## src/rtl/fb_write_arbiter_if.sv

```systemverilog
// Framebuffer write-port bundle: CPU write handshake, fill control/status and the fb_* write bus.
// The arbiter takes the slave modport; the requester/observer side takes master.
interface fb_write_arbiter_if #(
  parameter int unsigned ADDR_W = 12,
  parameter int unsigned DATA_W = 8
);
  logic              cpu_wr_valid;
  logic [ADDR_W-1:0] cpu_wr_addr;
  logic [DATA_W-1:0] cpu_wr_data;
  logic              cpu_wr_ready;
  logic              fill_start;
  logic [DATA_W-1:0] fill_value;
  logic              fill_busy;
  logic              fill_done;
  logic [ADDR_W-1:0] fb_addr;
  logic [DATA_W-1:0] fb_data;
  logic              fb_we;

  modport master (
    output cpu_wr_valid, cpu_wr_addr, cpu_wr_data, fill_start, fill_value,
    input  cpu_wr_ready, fill_busy, fill_done, fb_addr, fb_data, fb_we
  );

  modport slave (
    input  cpu_wr_valid, cpu_wr_addr, cpu_wr_data, fill_start, fill_value,
    output cpu_wr_ready, fill_busy, fill_done, fb_addr, fb_data, fb_we
  );
endinterface

```

## src/rtl/fb_write_arbiter.sv

```systemverilog
// Arbitrates CPU writes and a full-framebuffer fill onto a single registered write port,
// alternating between the two requesters whenever both are pending.
module fb_write_arbiter #(
  parameter int unsigned ADDR_W   = 12,
  parameter int unsigned DATA_W   = 8,
  parameter int unsigned FB_DEPTH = 4096
) (
  input logic             clk50,
  input logic             rst_n,
  fb_write_arbiter_if.slave bus
);

  typedef enum logic [1:0] {FIdle, FRun, FDone} fill_state_e;

  localparam logic [ADDR_W:0] LastCnt = (ADDR_W+1)'(FB_DEPTH - 1);

  fill_state_e       state_q;
  logic [ADDR_W:0]   fill_cnt_q;
  logic [DATA_W-1:0] fill_val_q;
  logic              cpu_full_q;
  logic [ADDR_W-1:0] cpu_addr_q;
  logic [DATA_W-1:0] cpu_data_q;
  logic              last_fill_q;  // 1: fill won the most recent contested cycle
  logic              rdy_en_q;     // holds ready low until the first edge after reset
  logic              fb_we_q;
  logic [ADDR_W-1:0] fb_addr_q;
  logic [DATA_W-1:0] fb_data_q;

  logic cpu_pend, fill_pend, cpu_grant, fill_grant, cpu_ready, cpu_accept;

  always_comb begin
    cpu_pend   = cpu_full_q;
    fill_pend  = (state_q == FRun);
    cpu_grant  = cpu_pend && (!fill_pend || last_fill_q);
    fill_grant = fill_pend && !cpu_grant;
    // Independent of cpu_wr_valid so the handshake has no combinational loop.
    cpu_ready  = rdy_en_q && (!cpu_full_q || cpu_grant);
    cpu_accept = bus.cpu_wr_valid && cpu_ready;
  end

  always_ff @(posedge clk50 or negedge rst_n) begin
    if (!rst_n) begin
      state_q     <= FIdle;
      fill_cnt_q  <= '0;
      fill_val_q  <= '0;
      cpu_full_q  <= 1'b0;
      cpu_addr_q  <= '0;
      cpu_data_q  <= '0;
      last_fill_q <= 1'b1;
      rdy_en_q    <= 1'b0;
      fb_we_q     <= 1'b0;
      fb_addr_q   <= '0;
      fb_data_q   <= '0;
    end else begin
      rdy_en_q <= 1'b1;

      if (cpu_accept) begin
        cpu_full_q <= 1'b1;
        cpu_addr_q <= bus.cpu_wr_addr;
        cpu_data_q <= bus.cpu_wr_data;
      end else if (cpu_grant) begin
        cpu_full_q <= 1'b0;
      end

      if (cpu_pend && fill_pend) begin
        last_fill_q <= fill_grant;
      end

      fb_we_q <= cpu_grant || fill_grant;
      if (cpu_grant) begin
        fb_addr_q <= cpu_addr_q;
        fb_data_q <= cpu_data_q;
      end else if (fill_grant) begin
        fb_addr_q <= fill_cnt_q[ADDR_W-1:0];
        fb_data_q <= fill_val_q;
      end

      unique case (state_q)
        FIdle: begin
          if (bus.fill_start) begin
            fill_val_q <= bus.fill_value;
            fill_cnt_q <= '0;
            state_q    <= FRun;
          end
        end
        FRun: begin
          if (fill_grant) begin
            fill_cnt_q <= fill_cnt_q + (ADDR_W+1)'(1);
            if (fill_cnt_q == LastCnt) begin
              state_q <= FDone;
            end
          end
        end
        FDone:   state_q <= FIdle;
        default: state_q <= FIdle;
      endcase
    end
  end

  assign bus.cpu_wr_ready = cpu_ready;
  assign bus.fill_busy    = (state_q == FRun);
  assign bus.fill_done    = (state_q == FDone);
  assign bus.fb_we        = fb_we_q;
  assign bus.fb_addr      = fb_addr_q;
  assign bus.fb_data      = fb_data_q;

endmodule

```

## src/flat_wrapper.sv

```systemverilog
// flat-port wrapper written by rule: the top's interface ports become plain ports
module fb_write_arbiter_flat 
#(
  parameter int unsigned ADDR_W   = 12,
  parameter int unsigned DATA_W   = 8,
  parameter int unsigned FB_DEPTH = 4096
)
  (clk50, rst_n, bus_cpu_wr_valid, bus_cpu_wr_addr, bus_cpu_wr_data, bus_fill_start, bus_fill_value, bus_cpu_wr_ready, bus_fill_busy, bus_fill_done, bus_fb_addr, bus_fb_data, bus_fb_we);
  fb_write_arbiter_if #(.ADDR_W(ADDR_W), .DATA_W(DATA_W)) bus_i ();
  input logic clk50;
  input logic rst_n;
  input wire logic [$bits(bus_i.cpu_wr_valid)-1:0] bus_cpu_wr_valid;
  input wire logic [$bits(bus_i.cpu_wr_addr)-1:0] bus_cpu_wr_addr;
  input wire logic [$bits(bus_i.cpu_wr_data)-1:0] bus_cpu_wr_data;
  input wire logic [$bits(bus_i.fill_start)-1:0] bus_fill_start;
  input wire logic [$bits(bus_i.fill_value)-1:0] bus_fill_value;
  output wire logic [$bits(bus_i.cpu_wr_ready)-1:0] bus_cpu_wr_ready;
  output wire logic [$bits(bus_i.fill_busy)-1:0] bus_fill_busy;
  output wire logic [$bits(bus_i.fill_done)-1:0] bus_fill_done;
  output wire logic [$bits(bus_i.fb_addr)-1:0] bus_fb_addr;
  output wire logic [$bits(bus_i.fb_data)-1:0] bus_fb_data;
  output wire logic [$bits(bus_i.fb_we)-1:0] bus_fb_we;
  assign bus_i.cpu_wr_valid = bus_cpu_wr_valid;
  assign bus_i.cpu_wr_addr = bus_cpu_wr_addr;
  assign bus_i.cpu_wr_data = bus_cpu_wr_data;
  assign bus_i.fill_start = bus_fill_start;
  assign bus_i.fill_value = bus_fill_value;
  assign bus_cpu_wr_ready = bus_i.cpu_wr_ready;
  assign bus_fill_busy = bus_i.fill_busy;
  assign bus_fill_done = bus_i.fill_done;
  assign bus_fb_addr = bus_i.fb_addr;
  assign bus_fb_data = bus_i.fb_data;
  assign bus_fb_we = bus_i.fb_we;
  fb_write_arbiter #(.ADDR_W(ADDR_W), .DATA_W(DATA_W), .FB_DEPTH(FB_DEPTH)) u_core (.clk50(clk50), .rst_n(rst_n), .bus(bus_i));
endmodule
```

## config.mk

```make
export PLATFORM = sky130hd
export DESIGN_NAME = fb_write_arbiter_flat
export DESIGN_NICKNAME = d
export VERILOG_FILES = /design/src/rtl/fb_write_arbiter_if.sv /design/src/rtl/fb_write_arbiter.sv /design/src/flat_wrapper.sv
export SDC_FILE = /design/constraint.sdc
export NUM_CORES = 1
export LEC_CHECK = 0
export CORE_ASPECT_RATIO = 1.1
export CORE_MARGIN = 2
export CORE_UTILIZATION = 47
export CTS_CLUSTER_DIAMETER = 200
export DETAILED_ROUTE_END_ITERATION = 8
export GPL_ROUTABILITY_DRIVEN = 0
export GPL_TIMING_DRIVEN = 0
export PLACE_DENSITY = 0.84
export REMOVE_ABC_BUFFERS = 1
export SYNTH_ARGS = -nofsm -noshare
export SYNTH_HDL_FRONTEND = slang
export SYNTH_SLANG_ARGS = --single-unit
```

## constraint.sdc

```tcl
create_clock -name clk50 -period 2 [get_ports clk50]
set_input_delay 0.6 -clock clk50 [delete_from_list [all_inputs] [get_ports clk50]]
set_output_delay 0.6 -clock clk50 [all_outputs]
set_load 0.02 [all_outputs]
```

# Yosys cells after proc, flatten, opt, wreduce, memory -nomap -nowiden
# Index checks and enable logic that the tools add are counted.
[totals]
out_inout_bits = 24
inputBits = 32
ff_bits = 67
word_cells = 49
[classes]
muxes = 13
eq_ne = 6
n_addsub = 1
n_reduce_logical = 18
[ops]
columns = ["cell", "count"]
rows = [
  ["two-way mux 13 bit", 2],
  ["case mux 13 bit (2 select lines)", 1],
  ["two-way mux 12 bit", 2],
  ["two-way mux 8 bit", 2],
  ["adder 13 x 1 -> 13 bit, second input constant", 1],
  ["== test 13 x 12 -> 1 bit, second input constant", 1],
  ["two-way mux 2 bit", 3],
  ["inequality test 2 bit, second input constant", 3],
  ["AND reduction 3 bit", 2],
  ["nonzero test 2 bit", 3],
  ["logical AND 1 bit", 5],
  ["case mux 2 bit (2 select lines)", 1],
  ["zero test 1 bit", 3],
  ["logical OR 1 bit", 3],
  ["== test 2 x 1 -> 1 bit, second input constant", 1],
  ["== test 2 bit, second input constant", 1],
  ["zero test 2 bit", 1],
  ["two-way mux 1 bit", 2],
  ["AND reduction 2 bit", 1],
]

# Longest topological paths before layout
[depth]
word_depth = 8
depth_mapped = 6

# Least setup slack after synthesis
# No wires, ideal clock.
[synth_timing]
path_kind = "register to register"
from = "register u_core.state_q[0]"
to = "register u_core.cpu_addr_q[0]"
required_ns = 1.872
path_buffers = 1
setup_time_ns = 0.128
t_arrival_ns = 1.681
synth_period_minus_slack_ns = 1.809
setup_slack_ns = 0.191
stages_incl_launch_ff = 6
cell_sequence = "dfrtp_1 nor3b_2 a21boi_1 nand2_1 buf_2 mux2_1"
[synth_via]
elab_chain_len = 7
[synth_rtl]
columns = ["item", "line", "text"]
rows = [
  ["start, declared", "fb_write_arbiter.sv:17", "fill_state_e state_q;"],
  ["start signal, assigned", "fb_write_arbiter.sv:43", "state_q <= FIdle;"],
  ["start signal, assigned", "fb_write_arbiter.sv:83", "state_q <= FRun;"],
  ["start signal, assigned", "fb_write_arbiter.sv:90", "state_q <= FDone;"],
  ["== test 2 x 1 -> 1 bit", "fb_write_arbiter.sv:33", "fill_pend = (state_q == FRun);"],
  ["zero test 1 bit", "fb_write_arbiter.sv:34", "cpu_grant = cpu_pend && (!fill_pend || last_fill_q);"],
  ["logical OR 1 bit", "fb_write_arbiter.sv:34", ""],
  ["logical AND 1 bit", "fb_write_arbiter.sv:34", ""],
  ["logical OR 1 bit", "fb_write_arbiter.sv:37", "cpu_ready = rdy_en_q && (!cpu_full_q || cpu_grant);"],
  ["logical AND 1 bit", "fb_write_arbiter.sv:37", ""],
  ["named net bus_cpu_wr_ready", "flat_wrapper.sv:17", "output wire logic [$bits(bus_i.cpu_wr_ready)-1:0] bus_cpu_wr_ready;"],
  ["logical AND 1 bit", "fb_write_arbiter.sv:38", "cpu_accept = bus.cpu_wr_valid && cpu_ready;"],
  ["end signal, assigned", "fb_write_arbiter.sv:59", "cpu_addr_q <= bus.cpu_wr_addr;"],
  ["end, declared", "fb_write_arbiter.sv:21", "logic [ADDR_W-1:0] cpu_addr_q;"],
]
# The timed path passes the listed nets, and every way through them passes these cells.
# A chain may end at the register's enable or synchronous reset.

# Final worst setup path
[layout_timing]
from = "register u_core.last_fill_q"
to = "output bus_cpu_wr_ready"
[layout_via]
elab_chain_len = 4
[layout_rtl]
columns = ["item", "line", "text"]
rows = [
  ["start, declared", "fb_write_arbiter.sv:23", "logic last_fill_q;"],
  ["start signal, assigned", "fb_write_arbiter.sv:66", "last_fill_q <= fill_grant;"],
  ["logical OR 1 bit", "fb_write_arbiter.sv:34", ""],
  ["logical AND 1 bit", "fb_write_arbiter.sv:34", ""],
  ["logical OR 1 bit", "fb_write_arbiter.sv:37", ""],
  ["logical AND 1 bit", "fb_write_arbiter.sv:37", ""],
  ["end, declared", "flat_wrapper.sv:17", ""],
]
# No other way between the ends.

==> implementation parameters <==
Parameter                              Value

Outcome
  Outcome ... finished clean

Power
  Static leakage ... 1.68 nW
  Max rail drop VDD ... about 0.00069 V
  Combinational Power Share ... about 38%
  Switching part of the total power ... 36.5%
  Total power per unit cell area ... approximately 1500 nW/µm²
  Clk pwr share ... a little over a fifth
  Int Pwr ... 3.61 mW
  Net Sw Power ... 2.07 mW
  Post-layout power ... between 5 and 6 mW
  Power share of the sequential group ... about 41%

Floorplan
  Height of the die ... slightly below 90 µm
  DIE AREA ... 6870 µm²
  Floorplan die width ... roughly 79 µm
  Num rows ... 30
  Starting density of the core ... 48.1%
  Area inside the core boundary ... 6080 µm²
  Number of I/O pins ... 56

GRT
  Overall global routing resource usage ... 21.8%
  Number of antenna violations at the first check in global routing ... 0
  Global-route wire length before repair ... about 11000 µm
  Vias in the first global route ... 2412
  Pin count of the biggest net entering global routing ... roughly 70
  Aggregate global routing overflow ... 0

Final layout
  Most common cell after layout, fill and taps aside ... sky130_fd_sc_hd__dfrtp_1
  Share of layout cells above drive strength 1 ... between 10% and 20%
  Layout net count ... around 380
  Count of fill cells added during filler insertion ... 495
  Antenna diode instance count ... 0
  Synthesis-to-finish area growth ... 31.6%
  Total area of multi-input combinational cells ... between 1000 and 1500 µm²
  Most frequent cells in the layout ... sky130_fd_sc_hd__dfrtp_1 (63), sky130_fd_sc_hd__clkdlybuf4s50_1 (51), sky130_fd_sc_hd__nor2_1 (45)
  Area taken by flip-flops and latches ... approximately 1700 µm²

Placed design
  Final HPWL DP ... around 4000 µm
  Post-placement worst setup slack ... -1.11 ns
  Port-buffer cells ... 55

Timing
  RSZ-0062 raised after global routing ... false
  Minimum clock period after layout ... 1.95 ns
  Slew at the pin with the worst max-slew slack ... roughly 0.82 ns
  Worst slew margin relative to its limit ... 45.2%
  Worst Clk Skew ... slightly above 0.006 ns
  Final period util ... 97.3%
  Total setup violations reported at the end of the flow ... 0
  Max Fclk ... ~0.5 GHz
  Count of pins over their slew limit ... 0
  Final Hold Violating Endpoints ... 0
  Worst setup slack after layout ... between 0.05 and 0.06 ns

Clock tree
  Hold-fix buffers at CTS ... 0
  Clock tree root driver cell ... sky130_fd_sc_hd__clkbuf_8
  Number of levels in the clock H-tree ... 3
  Maximum buffer depth of the clock tree ... 2
  Number of clock buffers inserted by TritonCTS ... 9
  TritonCTS clock tree ... yes
  Clock net sink count ... 67
  Source-to-sink clock delay at the later pin of the worst-skew pair ... approximately 0.34 ns
  Worst-path clk slew ... roughly 0.070 ns

Synthesis
  Cell type with the highest aggregate area in the netlist ... sky130_fd_sc_hd__dfrtp_1
  Number of synthesized flops with an enable pin ... 0
  Post-synthesis area per instance ... between 10 and 15 µm²
  Proportion of synthesized flip-flops having asynchronous set or reset ... between 90% and 100%
  Yosys warns ... 0
  Post-synth design cell area ... approximately 2900 µm²
  Area fraction of the dominant cell type after synthesis ... 56.4%
  Number of synthesized register bits ... 67
  Synth unique cells ... 38
  Ys flop type ... sky130_fd_sc_hd__dfrtp_1
  Post-synthesis cell count ... around 280
  Synth area leaders ... sky130_fd_sc_hd__dfrtp_1 (56%), sky130_fd_sc_hd__nor2_1 (5.8%), sky130_fd_sc_hd__nand2_1 (5.5%)
  Proportion of synthesized chip area in sequential cells ... around 57%

Worst setup path
  Arrival time of data at the critical path endpoint ... about 1.4 ns
  Worst setup path category ... register to output pin
  Type of destination of the critical path ... output pin
  Cell type of the slowest stage on the worst timing path ... sky130_fd_sc_hd__dfstp_2
  Critical path launch point ... u_core.last_fill_q
  Cells traversed along the worst timing path ... nor3b_4 -> a21boi_2 -> buf_4
  Startpoint type of the worst setup path ... register
  Worst stage delay on the critical path ... 0.60 ns
  R2r startpoint ... u_core.state_q[1]
  Critical-path maximum fanout ... 5
  Required time at the worst-slack endpoint ... about 1.4 ns

Detailed routing
  Post-Route WL ... around 6800 µm
  First-pass DRT Iterations ... 4
  Drt first-iter violations ... about 240
  Avg Vias per Cell ... between 5 and 6
  Detailed-route wire length per cell ... 15.9 µm
  Remaining number of nets flagged by the antenna check after routing ... 0
  Remaining DRCs ... 0
  Count of vias placed by the detailed router ... approximately 2.3k

Flow run
  Max capacitance violation total ... 0

Worst hold path
  Path class of the lowest-slack min-delay path ... input pin to asynchronous set/reset pin
-- registers in the layout, indices dropped and copies added (netlist names) --
name and flops:
u_core.fill_cnt_q 13, u_core.state_q 2, u_core.last_fill_q 1, u_core.bus.fb_data 8, u_core.fill_val_q 8, u_core.rdy_en_q 1
u_core.cpu_data_q 8, u_core.cpu_full_q 1, u_core.bus.fb_we 1, u_core.cpu_addr_q 12, u_core.bus.fb_addr 12
-- final timing paths --
path | slack, ns | endpoint | cells after the start
max | 0.05 | bus_cpu_wr_ready | 3
min | 0.35 | u_core.bus.fb_addr[10] | 1
max reg2reg | 0.06 | u_core.fill_cnt_q[7] | 5
min reg2reg | 0.50 | u_core.cpu_data_q[2] | 1
max in group asynchronous | 1.04 | u_core.cpu_full_q | 1
min in group clk50 | 0.50 | u_core.cpu_data_q[2] | 1
-- layer usage --
layer	GRT usage, %	vias up	part of all wire (%)
li1	-	1087	-
met1	28.3	1164	41
met2	35.7	74	51
met3	4.69	10	5.8
met4	8.93	0	1.6
met5	0	-	0
-- cell type report --
class / instances / share of cell area [%]
well taps: 80 / 2.60
clock buffers: 10 / 3.57
flip-flops and latches: 67 / 43.7
repair inverters: 1 / 0.130
clock inverters: 5 / 2.01
multi-input cells: 196 / 31.4
inverters: 2 / 0.292
repair buffers: 65 / 16.3
-- power groups by stage --
stage | clock, mW | combinational [mW] | sequential, mW
3_5_place_dp | 0 | 1.89 | 2.40
2_1_floorplan | 0 | 0.904 | 2.53
4_1_cts | 1.24 | 2.08 | 2.33
5_1_grt | 1.31 | 2.34 | 2.38
3_3_place_gp | 0 | 1.82 | 2.38
6_report | 1.22 | 2.14 | 2.32
-- Yosys cell counts, types with 2 or more instances --
cell type,instances
sky130_fd_sc_hd__nor3_1,15
sky130_fd_sc_hd__xor2_1,3
sky130_fd_sc_hd__o22ai_1,8
sky130_fd_sc_hd__o21ai_0,3
sky130_fd_sc_hd__nor2_1,45
sky130_fd_sc_hd__dfrtp_1,66
sky130_fd_sc_hd__a21oi_1,6
sky130_fd_sc_hd__clkbuf_1,11
sky130_fd_sc_hd__nor3b_2,2
sky130_fd_sc_hd__nand3_1,3
sky130_fd_sc_hd__nand4_1,3
sky130_fd_sc_hd__and3_1,3
sky130_fd_sc_hd__or4_1,3
sky130_fd_sc_hd__a211oi_1,12
sky130_fd_sc_hd__nand2_1,43
sky130_fd_sc_hd__mux2_1,14
sky130_fd_sc_hd__mux2_2,14
sky130_fd_sc_hd__buf_2,3
sky130_fd_sc_hd__inv_1,2
sky130_fd_sc_hd__or3_1,2
-- critical path: cells and delay by family, from the launching register on --
kind / cells / cell delay (ns)
buffers and inverters: 1 / 0.16
flip-flops: 1 / 0.60
AND/OR/NAND/NOR: 1 / 0.07
AO/OA/AOI/OAI: 1 / 0.17
-- timing repair --
item	in CTS	in global routing
pin swaps	0	1
setup endpoints to repair	57	4
cloned	1	0
setup buffers	7	3
gates resized for setup	20	0
-- stage by stage --
| step | cells | utilization [%] | hold WS (ns) | instance area, µm² | setup TNS (ns) |
|---|---|---|---|---|---|
| 4_1_cts | 423 | 63.0 | 0.379 | 3830 | 0 |
| 2_1_floorplan | 265 | - | 0.304 | 2870 | -7.79 |
| 6_report | 426 | 63.3 | 0.350 | 3850 | 0 |
| 5_1_grt | 426 | 63.3 | 0.429 | 3850 | 0 |
| 3_5_place_dp | 400 | 57.9 | 0.482 | 3520 | -32.50 |
| 3_3_place_gp | 400 | 57.9 | 0.474 | 3520 | -150.78 |
-- logic make-up after synthesis --
logic type / share of synthesized area (%)
mux: 10.8
fa+ha+maj: 0.427
buf+inv: 2.18
flops: 57.3
simple gates: 19.7
compound gates: 8.29
xor+xnor: 1.20
other cells: 0.128
No activity file was read; power rests on OpenSTA's default activity.
